===== src/rtl/arc_microsequencer_if.sv =====
// arc_microsequencer_if: control-store/datapath bus of the ARC sequencer; master drives mir/ir/psr_*/mem_ready, slave (sequencer) drives cs_addr/mem_req/stall/halted/bus_err
interface arc_microsequencer_if;
  logic [40:0] mir;
  logic [31:0] ir;
  logic psr_n, psr_z, psr_v, psr_c, mem_ready;
  logic [10:0] cs_addr;
  logic mem_req, stall, halted, bus_err;
  modport master (
    output mir, ir, psr_n, psr_z, psr_v, psr_c, mem_ready,
    input cs_addr, mem_req, stall, halted, bus_err
  );
  modport slave (
    input mir, ir, psr_n, psr_z, psr_v, psr_c, mem_ready,
    output cs_addr, mem_req, stall, halted, bus_err
  );
endinterface


===== src/rtl/arc_microsequencer.sv =====
// arc_microsequencer: ARC microcode next-address generator; ports clk, rst (sync, active-high), sq (slave: mir/ir/psr_*/mem_ready in, cs_addr/mem_req/stall/halted/bus_err out); define SEQ_WAIT_EN for mem_ready wait, WAIT_LIMIT timeout and bus_err
module arc_microsequencer #(
  parameter int WAIT_LIMIT = 255
) (
  input logic clk,
  input logic rst,
  arc_microsequencer_if.slave sq
);
  typedef enum logic {RUN, HALT} state_t;
  state_t state, state_nx;
  logic [10:0] cs_addr, seq, target;
  logic [2:0] cond;
  logic taken, halt_word, rw, waiting, timeout, bus_err, halted, mem_req, stall, adv;
  logic unused;
  assign cond = sq.mir[13:11];
  assign halt_word = &sq.mir;
  assign rw = sq.mir[19] | sq.mir[18];
  assign unused = ^{sq.mir[40:20], sq.mir[17:14], sq.ir[29:25], sq.ir[18:14], sq.ir[12:0]};
  always_comb begin
    seq = cs_addr + 11'd1;
    taken = cond == 3'd1 ? sq.psr_n :
            cond == 3'd2 ? sq.psr_z :
            cond == 3'd3 ? sq.psr_v :
            cond == 3'd4 ? sq.psr_c :
            cond == 3'd5 ? sq.ir[13] : cond == 3'd6;
    target = cond == 3'd7 ? {1'b1, sq.ir[31:30], sq.ir[24:19], 2'b00} : taken ? sq.mir[10:0] : seq;
  end
`ifdef SEQ_WAIT_EN
  localparam int CW = $clog2(WAIT_LIMIT + 1);
  logic [CW-1:0] cnt;
  assign waiting = rw & ~halt_word & (state == RUN) & ~sq.mem_ready;
  assign timeout = waiting & (cnt == CW'(WAIT_LIMIT));
  always_ff @(posedge clk) begin
    cnt <= (rst | ~waiting | timeout) ? '0 : cnt + CW'(1);
    bus_err <= rst ? 1'b0 : bus_err | timeout;
  end
`else
  logic unused_cfg;
  assign waiting = 1'b0;
  assign timeout = 1'b0;
  assign bus_err = 1'b0;
  assign unused_cfg = sq.mem_ready ^ (WAIT_LIMIT != 0);
`endif
  always_ff @(posedge clk) begin
    state <= rst ? RUN : state_nx;
    cs_addr <= rst ? '0 : adv ? target : cs_addr;
  end
  always_comb state_nx = (state == RUN && (halt_word || timeout)) ? HALT : state;
  always_comb begin
    halted = state == HALT;
    mem_req = rw & ~halted & ~halt_word;
    stall = halted | waiting;
    adv = ~halted & ~halt_word & ~waiting;
  end
  assign sq.cs_addr = cs_addr;
  assign sq.mem_req = mem_req;
  assign sq.stall = stall;
  assign sq.halted = halted;
  assign sq.bus_err = bus_err;
endmodule

===== src/flat_wrapper.sv =====
// flat-port wrapper written by rule: the top's interface ports become plain ports
module arc_microsequencer_flat 
#(
  parameter int WAIT_LIMIT = 255
)
  (clk, rst, sq_mir, sq_ir, sq_psr_n, sq_psr_z, sq_psr_v, sq_psr_c, sq_mem_ready, sq_cs_addr, sq_mem_req, sq_stall, sq_halted, sq_bus_err);
  arc_microsequencer_if sq_i ();
  input logic clk;
  input logic rst;
  input wire logic [$bits(sq_i.mir)-1:0] sq_mir;
  input wire logic [$bits(sq_i.ir)-1:0] sq_ir;
  input wire logic [$bits(sq_i.psr_n)-1:0] sq_psr_n;
  input wire logic [$bits(sq_i.psr_z)-1:0] sq_psr_z;
  input wire logic [$bits(sq_i.psr_v)-1:0] sq_psr_v;
  input wire logic [$bits(sq_i.psr_c)-1:0] sq_psr_c;
  input wire logic [$bits(sq_i.mem_ready)-1:0] sq_mem_ready;
  output wire logic [$bits(sq_i.cs_addr)-1:0] sq_cs_addr;
  output wire logic [$bits(sq_i.mem_req)-1:0] sq_mem_req;
  output wire logic [$bits(sq_i.stall)-1:0] sq_stall;
  output wire logic [$bits(sq_i.halted)-1:0] sq_halted;
  output wire logic [$bits(sq_i.bus_err)-1:0] sq_bus_err;
  assign sq_i.mir = sq_mir;
  assign sq_i.ir = sq_ir;
  assign sq_i.psr_n = sq_psr_n;
  assign sq_i.psr_z = sq_psr_z;
  assign sq_i.psr_v = sq_psr_v;
  assign sq_i.psr_c = sq_psr_c;
  assign sq_i.mem_ready = sq_mem_ready;
  assign sq_cs_addr = sq_i.cs_addr;
  assign sq_mem_req = sq_i.mem_req;
  assign sq_stall = sq_i.stall;
  assign sq_halted = sq_i.halted;
  assign sq_bus_err = sq_i.bus_err;
  arc_microsequencer #(.WAIT_LIMIT(WAIT_LIMIT)) u_core (.clk(clk), .rst(rst), .sq(sq_i));
endmodule

===== config.mk =====
export PLATFORM = sky130hd
export DESIGN_NAME = arc_microsequencer_flat
export DESIGN_NICKNAME = d
export VERILOG_FILES = /design/src/rtl/arc_microsequencer_if.sv /design/src/rtl/arc_microsequencer.sv /design/src/flat_wrapper.sv
export SDC_FILE = /design/constraint.sdc
export NUM_CORES = 1
export LEC_CHECK = 0
export ABC_CLOCK_PERIOD_IN_PS = 4200
export CAP_MARGIN = 25
export CORE_ASPECT_RATIO = 1.75
export CORE_MARGIN = 2
export CORE_UTILIZATION = 32
export CTS_CLUSTER_SIZE = 14
export DETAILED_ROUTE_END_ITERATION = 8
export PLACE_DENSITY = 0.85
export SYNTH_ARGS = -nofsm -noshare
export SYNTH_HDL_FRONTEND = slang
export SYNTH_SLANG_ARGS = --single-unit
export TNS_END_PERCENT = 1

===== constraint.sdc =====
create_clock -name clk -period 4.2 [get_ports clk]
set_clock_uncertainty 0.1 [all_clocks]
set_input_delay 0.63 -clock clk [delete_from_list [all_inputs] [get_ports clk]]
set_output_delay 0.63 -clock clk [all_outputs]
set_load 0.1 [all_outputs]

# Yosys cells after proc, flatten, opt, wreduce, memory -nomap -nowiden
# Cells that the tools add are included.
[word_totals]
wordCells = 25
out_inout_bits = 15
inputBits = 80
regBits = 12
[op_classes]
add_sub_neg = 1
reduce_logical = 2
n_eq_ne = 7
bitwise = 6
muxes = 7
[ops]
columns = ["cell", "n"]
rows = [
  ["AND reduction 41 bit", 1],
  ["2-to-1 mux 11 bit", 2],
  ["equality test 3 bit (second input constant)", 4],
  ["adder 11 x 1 -> 11 bit (second input constant)", 1],
  ["equality test 3 x 2 -> 1 bit (second input constant)", 2],
  ["2-to-1 mux 1 bit", 5],
  ["AND 1 bit", 3],
  ["equality test 3 x 1 -> 1 bit (second input constant)", 1],
  ["inverter 1 bit", 2],
  ["logical AND 1 bit", 1],
  ["bitwise OR 1 bit", 1],
]

# Depth between registers and ports, before layout
# Gate-level depths: netlist (run 1).
[depth]
word_depth = 8
mapped_depth = 6

# Worst setup path after synthesis (run 1)
# OpenSTA, ideal clock, no wires.
[synth_path]
kind = "input -> output"
startpoint = "input sq_mir[12]"
endpoint = "output sq_mem_req"
arrival_time_ns = 2.093
setup_slack_ns = 1.377
n_path_buf = 1
required_ns = 3.470
path_stages = 5
cell_sequence = "nand3_2 -> nor3_1 -> a31oi_1 -> clkbuf_1 -> o21a_1"
[synth_via]
elab_chain_len = 3
[synth_rtl]
columns = ["element", "line_no", "source"]
rows = [
  ["start: declaration", "flat_wrapper.sv:10", "input wire logic [$bits(sq_i.mir)-1:0] sq_mir;"],
  ["AND reduction 41 bit", "arc_microsequencer.sv:16", "assign halt_word = &sq.mir;"],
  ["inverter 1 bit", "arc_microsequencer.sv:51", "mem_req = rw & ~halted & ~halt_word;"],
  ["AND 1 bit", "arc_microsequencer.sv:51", ""],
  ["end: declaration", "flat_wrapper.sv:18", "output wire logic [$bits(sq_i.mem_req)-1:0] sq_mem_req;"],
]
# No other way between the ends.

# Worst setup path in the final report (run 1)
[layout_path]
startpoint = "input sq_mir[11]"
endpoint = "output sq_mem_req"
# The elaborated chain is that of the path after synthesis.

==> results.md, run 1 <==
- CP required: between 3000 and 4000 ps
- Final ANT Viol Nets: 0
- FF+latch count, synth: 12
- Drt drc: 0
- Max Cap Violations: 0
- Endpoints failing hold: 0
- Clock Sinks: 12
- HPWL Detailed: between 2 and 3 mm
- First-pass GRT wire length: about 5.4 mm
- Critical path type: in -> out
- FF+latch area: approximately 240 µm²
- Fillers: 260
- Gr usage total: 0.198
- Worst EP arrival: between 2000 and 2500 ps
- CP max FO: 21
- Fin crit share: 0.727
- H-tree levels: 1
- Post-CTS Setup Inserts: 0
- Final WL: roughly 3.2 mm
- CP endpoint kind: output port
- CTS tree: built
- Clock Pin Slew Worst Setup and Hold Paths: 50 ps
- Row count: 26
- Clk root buf: clkbuf_8
- Area of the mapped netlist: ~1000 µm²
- GRT overflow: 0
- # hold bufs at CTS: 0
- Via/cell ratio: about 5.3
- CTS resizes: 0
- Depth of the most critical reg-to-reg path: 5
- Post-Place Cells: between 200 and 250
- Max_slew headroom: 0.341
- Critical Path Start Type: input port
- Routed length per instance: approximately 14 µm
- Io pins: 95
- 1st-iter DRT viols: 32
- Worst r2r dst: u_core.sq.cs_addr[9]$_SDFFE_PP0P_
- Synth-to-Final Area Change: 76.5%
- Core area: between 2000 and 3000 µm²
- Layout cell share with drive strength beyond 1: 0.0881
- Chip height: 77.8 µm
- Synth warn: 0
- Hold Crit Endpoint: u_core.sq.cs_addr[1]$_SDFFE_PP0P_
- Syn nets: 209
- Unrepaired setup endpoints after global routing: no
- R2r setup slk: roughly 2500 ps
- Initial antenna violation count: 0
- # nets final: around 280
- Worst-Margin Slew: roughly 980 ps
- Commonest non-fill, non-tap cell in the layout: clkdlybuf4s50_1
- # port buffers: 69
- Die Area: about 3600 µm²
- Cells after Synth: 128
- Worst R2R Start: u_core.sq.cs_addr[3]$_SDFFE_PP0P_
- Non-Filler Instances: about 240
- IR drop worst, VDD: about 0.15 mV
- Largest net degree at the start of global routing: 22
- Num CTS Buffers: 3
- Ant diodes: 0
- Vias after detailed routing: about 1200
- RePlAce Congestion: just over 0.7
- Power per cell area: ~280 nW/µm²
- Multi-input gate area: slightly below 700 µm²
- Synth unique cells: 37
- Most frequent cells in the layout: clkdlybuf4s50_1, nor2_1, nand2_1, dfxtp_1, nand4_1
- Min-delay worst type: reg -> reg
- Syn avg cell area: approximately 8 µm²
- Setup TNS: 0 ps
- Status: finished clean
- Post-synthesis sequential area ratio: 0.241
- Pre-antenna DRT Iters: 4
- Fmax: 0.327 GHz
- Max Slew Vio Count: 0
- Hold Crit Start: u_core.sq.cs_addr[1]$_SDFFE_PP0P_
- Vias in the first global route: 1254
- Worst-skew pair later-pin latency: approximately 250 ps
- Cell leakage power: 0.623 nW
- Final setup fails: 0
- Die Wd: approximately 46 µm
- Initial core utilization: 0.336
- Hold depth: 2
- CTS Buffer Depth: 2
- Min Tclk post-route: just over 3000 ps
## report_power, final
group | switching, W | internal, W
clock network | 0.0000453 | 0.0000829
logic | 0.000134 | 0.0000942
registers | 0.0000176 | 0.000125
total | 0.000197 | 0.000303
## registers in the layout, indices dropped and copies added (netlist names)
| signal | flops |
|---|---|
| u_core.sq.cs_addr | 11 |
| u_core.sq.halted | 1 |
## worst max-delay path, cell delays in order
cell and delay (ps):
clkdlybuf4s50_1 590, nand3_2 260, nor3_1 200, a31oi_1 100, buf_4 220, o21a_1 150
buf_12 170
## cells by family after synthesis
| family | share of synthesized area |
|---|---|
| other cells | 0.00377 |
| simple gates | 0.364 |
| mux | 0.0101 |
| fa+ha+maj | 0.0126 |
| compound gates | 0.232 |
| xor+xnor | 0.0704 |
| flops | 0.241 |
| buf+inv | 0.0653 |
## layer usage
| layer | global-route usage | up-vias | part of all wire |
|---|---|---|---|
| li1 | - | 627 | - |
| met1 | 0.218 | 556 | 0.35 |
| met2 | 0.354 | 62 | 0.57 |
| met3 | 0.0233 | 4 | 0.066 |
| met4 | 0.0857 | 0 | 0.016 |
| met5 | 0 | - | 0 |
## synthesized netlist by cell type (all sizes together)
cell    number  share of area
a31oi        1         0.0063
o211ai       7          0.053
o21ai        2          0.010
ha           1          0.013
o21a         1         0.0075
a211o        1          0.010
xnor2        2          0.018
a31o         1         0.0088
nor4         3          0.019
clkbuf       4          0.015
o32a         1          0.010
nor2        15          0.057
nand4       10          0.063
mux2i        1          0.010
conb         1         0.0038
o31a         2          0.018
nand3        7          0.040
o31ai        1         0.0075
a211oi       1          0.013
a311oi       9          0.079
nor4b        2          0.018
buf          6          0.046
inv          1         0.0038
dfxtp       12           0.24
nor3         4          0.031
nand2       12          0.045
nand2b       2          0.013
xor2         6          0.053
and3         2          0.015
or4          8          0.064
a21oi        2          0.010
## metrics by stage
| step | cell area, µm² | util | setup slack (ps) | hold WS (ps) | power (W) |
|---|---|---|---|---|---|
| 2_1_floorplan | 996 | - | 1380 | 602 | 0.000285 |
| 3_3_place_gp | 1700 | 0.575 | 1180 | 410 | 0.000371 |
| 3_5_place_dp | 1700 | 0.575 | 1150 | 410 | 0.000373 |
| 4_1_cts | 1760 | 0.594 | 1140 | 426 | 0.000502 |
| 5_1_grt | 1760 | 0.594 | 1060 | 463 | 0.000519 |
| 6_report | 1760 | 0.594 | 1150 | 422 | 0.000500 |
## final cells by class
class | instances | area share
multi-input cells | 105 | 0.393
clock buffers | 4 | 0.0313
flip-flops and latches | 12 | 0.137
well taps | 42 | 0.0299
inverters | 1 | 0.00214
repair buffers | 71 | 0.407
## worst max-delay path by stage
stage / slack [ps] / cells after the start / from / endpoint
5_1_grt: 1060 / 7 / sq_mir[11] / sq_mem_req
2_1_floorplan: 1380 / 5 / sq_mir[12] / sq_mem_req
3_3_place_gp: 1180 / 7 / sq_mir[11] / sq_mem_req
6_report: 1150 / 7 / sq_mir[11] / sq_mem_req
4_1_cts: 1140 / 7 / sq_mir[11] / sq_mem_req
3_5_place_dp: 1150 / 7 / sq_mir[11] / sq_mem_req
No activity file was read; power rests on OpenSTA's default activity.
==> inputs of run 2 (changes only) <==
Settings changed: ABC_CLOCK_PERIOD_IN_PS 4200 to 2500, CORE_UTILIZATION 32 to 27, PLACE_DENSITY 0.85 to 0.76.
Clock period 4.2 ns to 2.5 ns, I/O delays scaled along.
==> run 2 against run 1 <==
Net effect: flip-flop and latch count unchanged; utilization decreased by 11 points; non-clock buffer count increased by 3; sequential share of layout area about the same; routed wire length increased by 2.9%; combinational power increased by 67%; die area increased by 17%; first-iteration DRC count decreased by 31%; critical endpoint unchanged; largest power group unchanged; highest routed layer unchanged.
==> results.md, run 2 (synthesized netlist as in run 1, its figures left out) <==
- Status: finished clean
- Unrepaired setup endpoints after global routing: no
- Hold Crit Endpoint: u_core.sq.cs_addr[1]$_SDFFE_PP0P_
- Worst hold margin: 422 ps (-0.0280 ps)
- CTS tree: built
- Ant diodes: 0 (unchanged)
- CTS resizes: 0 (unchanged)
- Final setup fails: 0 (unchanged)
- First-pass GRT wire length: 5.57 mm (+3.5%)
- Largest net degree at the start of global routing: 21 (-4.5%)
- Initial core utilization: 0.277 (-0.0592)
- Cell Chain, Critical Path: clkdlybuf4s50_1, nand4_1, nor4_1, a31oi_1, o21a_2, buf_12
- Routed length per instance: 13.6 µm (about the same)
- Design area: 1750 µm² (-0.21%)
- Setup TNS: 0 ps (unchanged)
- Core area: 3590 µm² (+21%)
- 1st-iter DRT viols: 22 (-31%)
- Cell leakage power: 0.659 nW (+5.7%)
- Worst r2r dst: u_core.sq.cs_addr[9]$_SDFFE_PP0P_
- Drt drc: 0 (unchanged)
- Endpoints failing hold: 0 (unchanged)
- Vias after detailed routing: 1304 (+4.4%)
- Worst-skew pair later-pin latency: 240 ps (about the same)
- Max Cap Violations: 0 (unchanged)
- Routed met2 length: 1.93 mm (+5.8%)
- Power per cell area: 476 nW/µm² (+67%)
- Worst R2R Start: u_core.sq.cs_addr[3]$_SDFFE_PP0P_
- Max_slew headroom: 0.538 (+0.197)
- Critical Path Start Type: input port
- CP required: 2030 ps (-1440 ps)
- Tot Pwr: 0.000835 W (+67%)
- Via/cell ratio: 5.39 (+1.4%)
- Worst EP arrival: 1770 ps (-550 ps)
- IR drop worst, VDD: 0.185 mV (+25%)
- Most frequent cells in the layout: clkdlybuf4s50_1, buf_4, nor2_1, nand2_1, dfxtp_1
- Row count: 29 (+12%)
- GRT overflow: 0 (unchanged)
- HPWL Detailed: 2.75 mm (+6.6%)
- # port buffers: 69 (unchanged)
- CP max FO: 2 (-90%)
- R2r setup slk: 740 ps (-1740 ps)
- Pre-antenna DRT Iters: 4 (unchanged)
- Vias in the first global route: 1294 (+3.2%)
- Hold depth: 2 (unchanged)
- Final ANT Viol Nets: 0 (unchanged)
- Die Area: 4210 µm² (+17%)
- Post-CTS Setup Inserts: 0 (unchanged)
- RePlAce Congestion: 0.785 (+11%)
- Die Wd: 49.9 µm (+8.1%)
- Layout cell share with drive strength beyond 1: 0.173 (+0.0854)
- Family with the most delay on the worst path: buffers and inverters
- Io pins: 95 (unchanged)
- Worst-Margin Slew: 687 ps (-298 ps)
- Critical path type: in -> out
- Min-delay worst type: reg -> reg
- Post-DP Area: 1700 µm² (-0.22%)
- # nets final: 278 (+1.1%)
- CP endpoint kind: output port
- Max Slew Vio Count: 0 (unchanged)
- Gr usage total: 0.165 (-0.0334)
- Met3 routed WL: 142 µm (-32%)
- Num CTS Buffers: 3 (unchanged)
- Depth of the most critical reg-to-reg path: 5 (unchanged)
- CTS Buffer Depth: 2 (unchanged)
- H-tree levels: 1 (unchanged)
- Largest stage delay on the critical path: 460 ps (-130 ps)
- CP bufs+invs: 2 (-1)
- Final WL: 3.30 mm (+2.9%)
- Initial antenna violation count: 0 (unchanged)
- Clock Sinks: 12 (unchanged)
- Highest Signal Layer: met4
- Max FFs per register: 11 (unchanged)
- # hold bufs at CTS: 0 (unchanged)
- Clock Pin Slew Worst Setup and Hold Paths: 60 ps (about the same)
- CP max-delay cell: clkdlybuf4s50_1
- Fmax: 0.445 GHz
- M1 WL: 1.15 mm (+2.3%)
- Hold Crit Start: u_core.sq.cs_addr[1]$_SDFFE_PP0P_
- Commonest non-fill, non-tap cell in the layout: clkdlybuf4s50_1
- Fin crit share: 0.899
- Clk root buf: clkbuf_8
- Min Tclk post-route: between 2000 and 2500 ps
- Chip height: 84.3 µm (+8.4%)
- Top reg by flops: u_core.sq.cs_addr
- Utilization after layout: 0.488 (-0.105)
- Synth-to-Final Area Change: 76.1%
- Fillers: 348 (+34%)
==> run 2: cell count changes in the layout (fill, tap and decap cells not counted), sizes merged <==
| cell | previous run | this run |
|---|---|---|
| clkdlybuf4s50 | 68 | 55 |
| buf | 3 | 19 |
==> run 2: report_power, final <==
group | switching [W] | internal, W
clock network | 0.0000746 | 0.000139
logic | 0.000227 | 0.000155
registers | 0.0000283 | 0.000211
==> run 2: worst max-delay path by stage <==
stage,startpoint,end,slack [ps],cells past startpoint
after detailed placement,sq_mir[11],u_core.sq.cs_addr[6]$_SDFFE_PP0P_,30,6
after CTS,sq_mir[34],sq_mem_req,230,6
after floorplan,u_core.sq.cs_addr[3]$_SDFFE_PP0P_,u_core.sq.cs_addr[9]$_SDFFE_PP0P_,150,5
after global routing,sq_mir[11],u_core.sq.cs_addr[6]$_SDFFE_PP0P_,110,6
after global placement,sq_mir[11],u_core.sq.cs_addr[6]$_SDFFE_PP0P_,60,6
final,sq_mir[34],sq_mem_req,250,6
==> run 2: routing by layer <==
layer / up-vias / GRT usage
met4: 0 / 0.0758
met2: 49 / 0.325
met3: 9 / 0.0178
met1: 609 / 0.164
li1: 637 / -
met5: - / 0
==> run 2: final cells by class <==
| class | count | area, µm² | area share |
|---|---|---|---|
| well taps | 46 | 57.6 | 0.0328 |
| flip-flops and latches | 12 | 240 | 0.137 |
| clock buffers | 4 | 55.1 | 0.0314 |
| inverters | 1 | 3.75 | 0.00214 |
| multi-input cells | 105 | 692 | 0.394 |
| repair buffers | 74 | 706 | 0.402 |
==> run 2: worst register-to-register path: cells and delay by family (launching register included) <==
family	cells	cell delay (ps)
and+or+nand+nor	2	640
AOI/OAI and AO/OA	3	490
DFF	1	450
==> run 2: stage by stage <==
step           instances  setup WS (ps)
3_3_place_gp         238           55.8
3_5_place_dp         238           25.3
2_1_floorplan        128            150
6_report             242            253
4_1_cts              242            231
5_1_grt              242            111
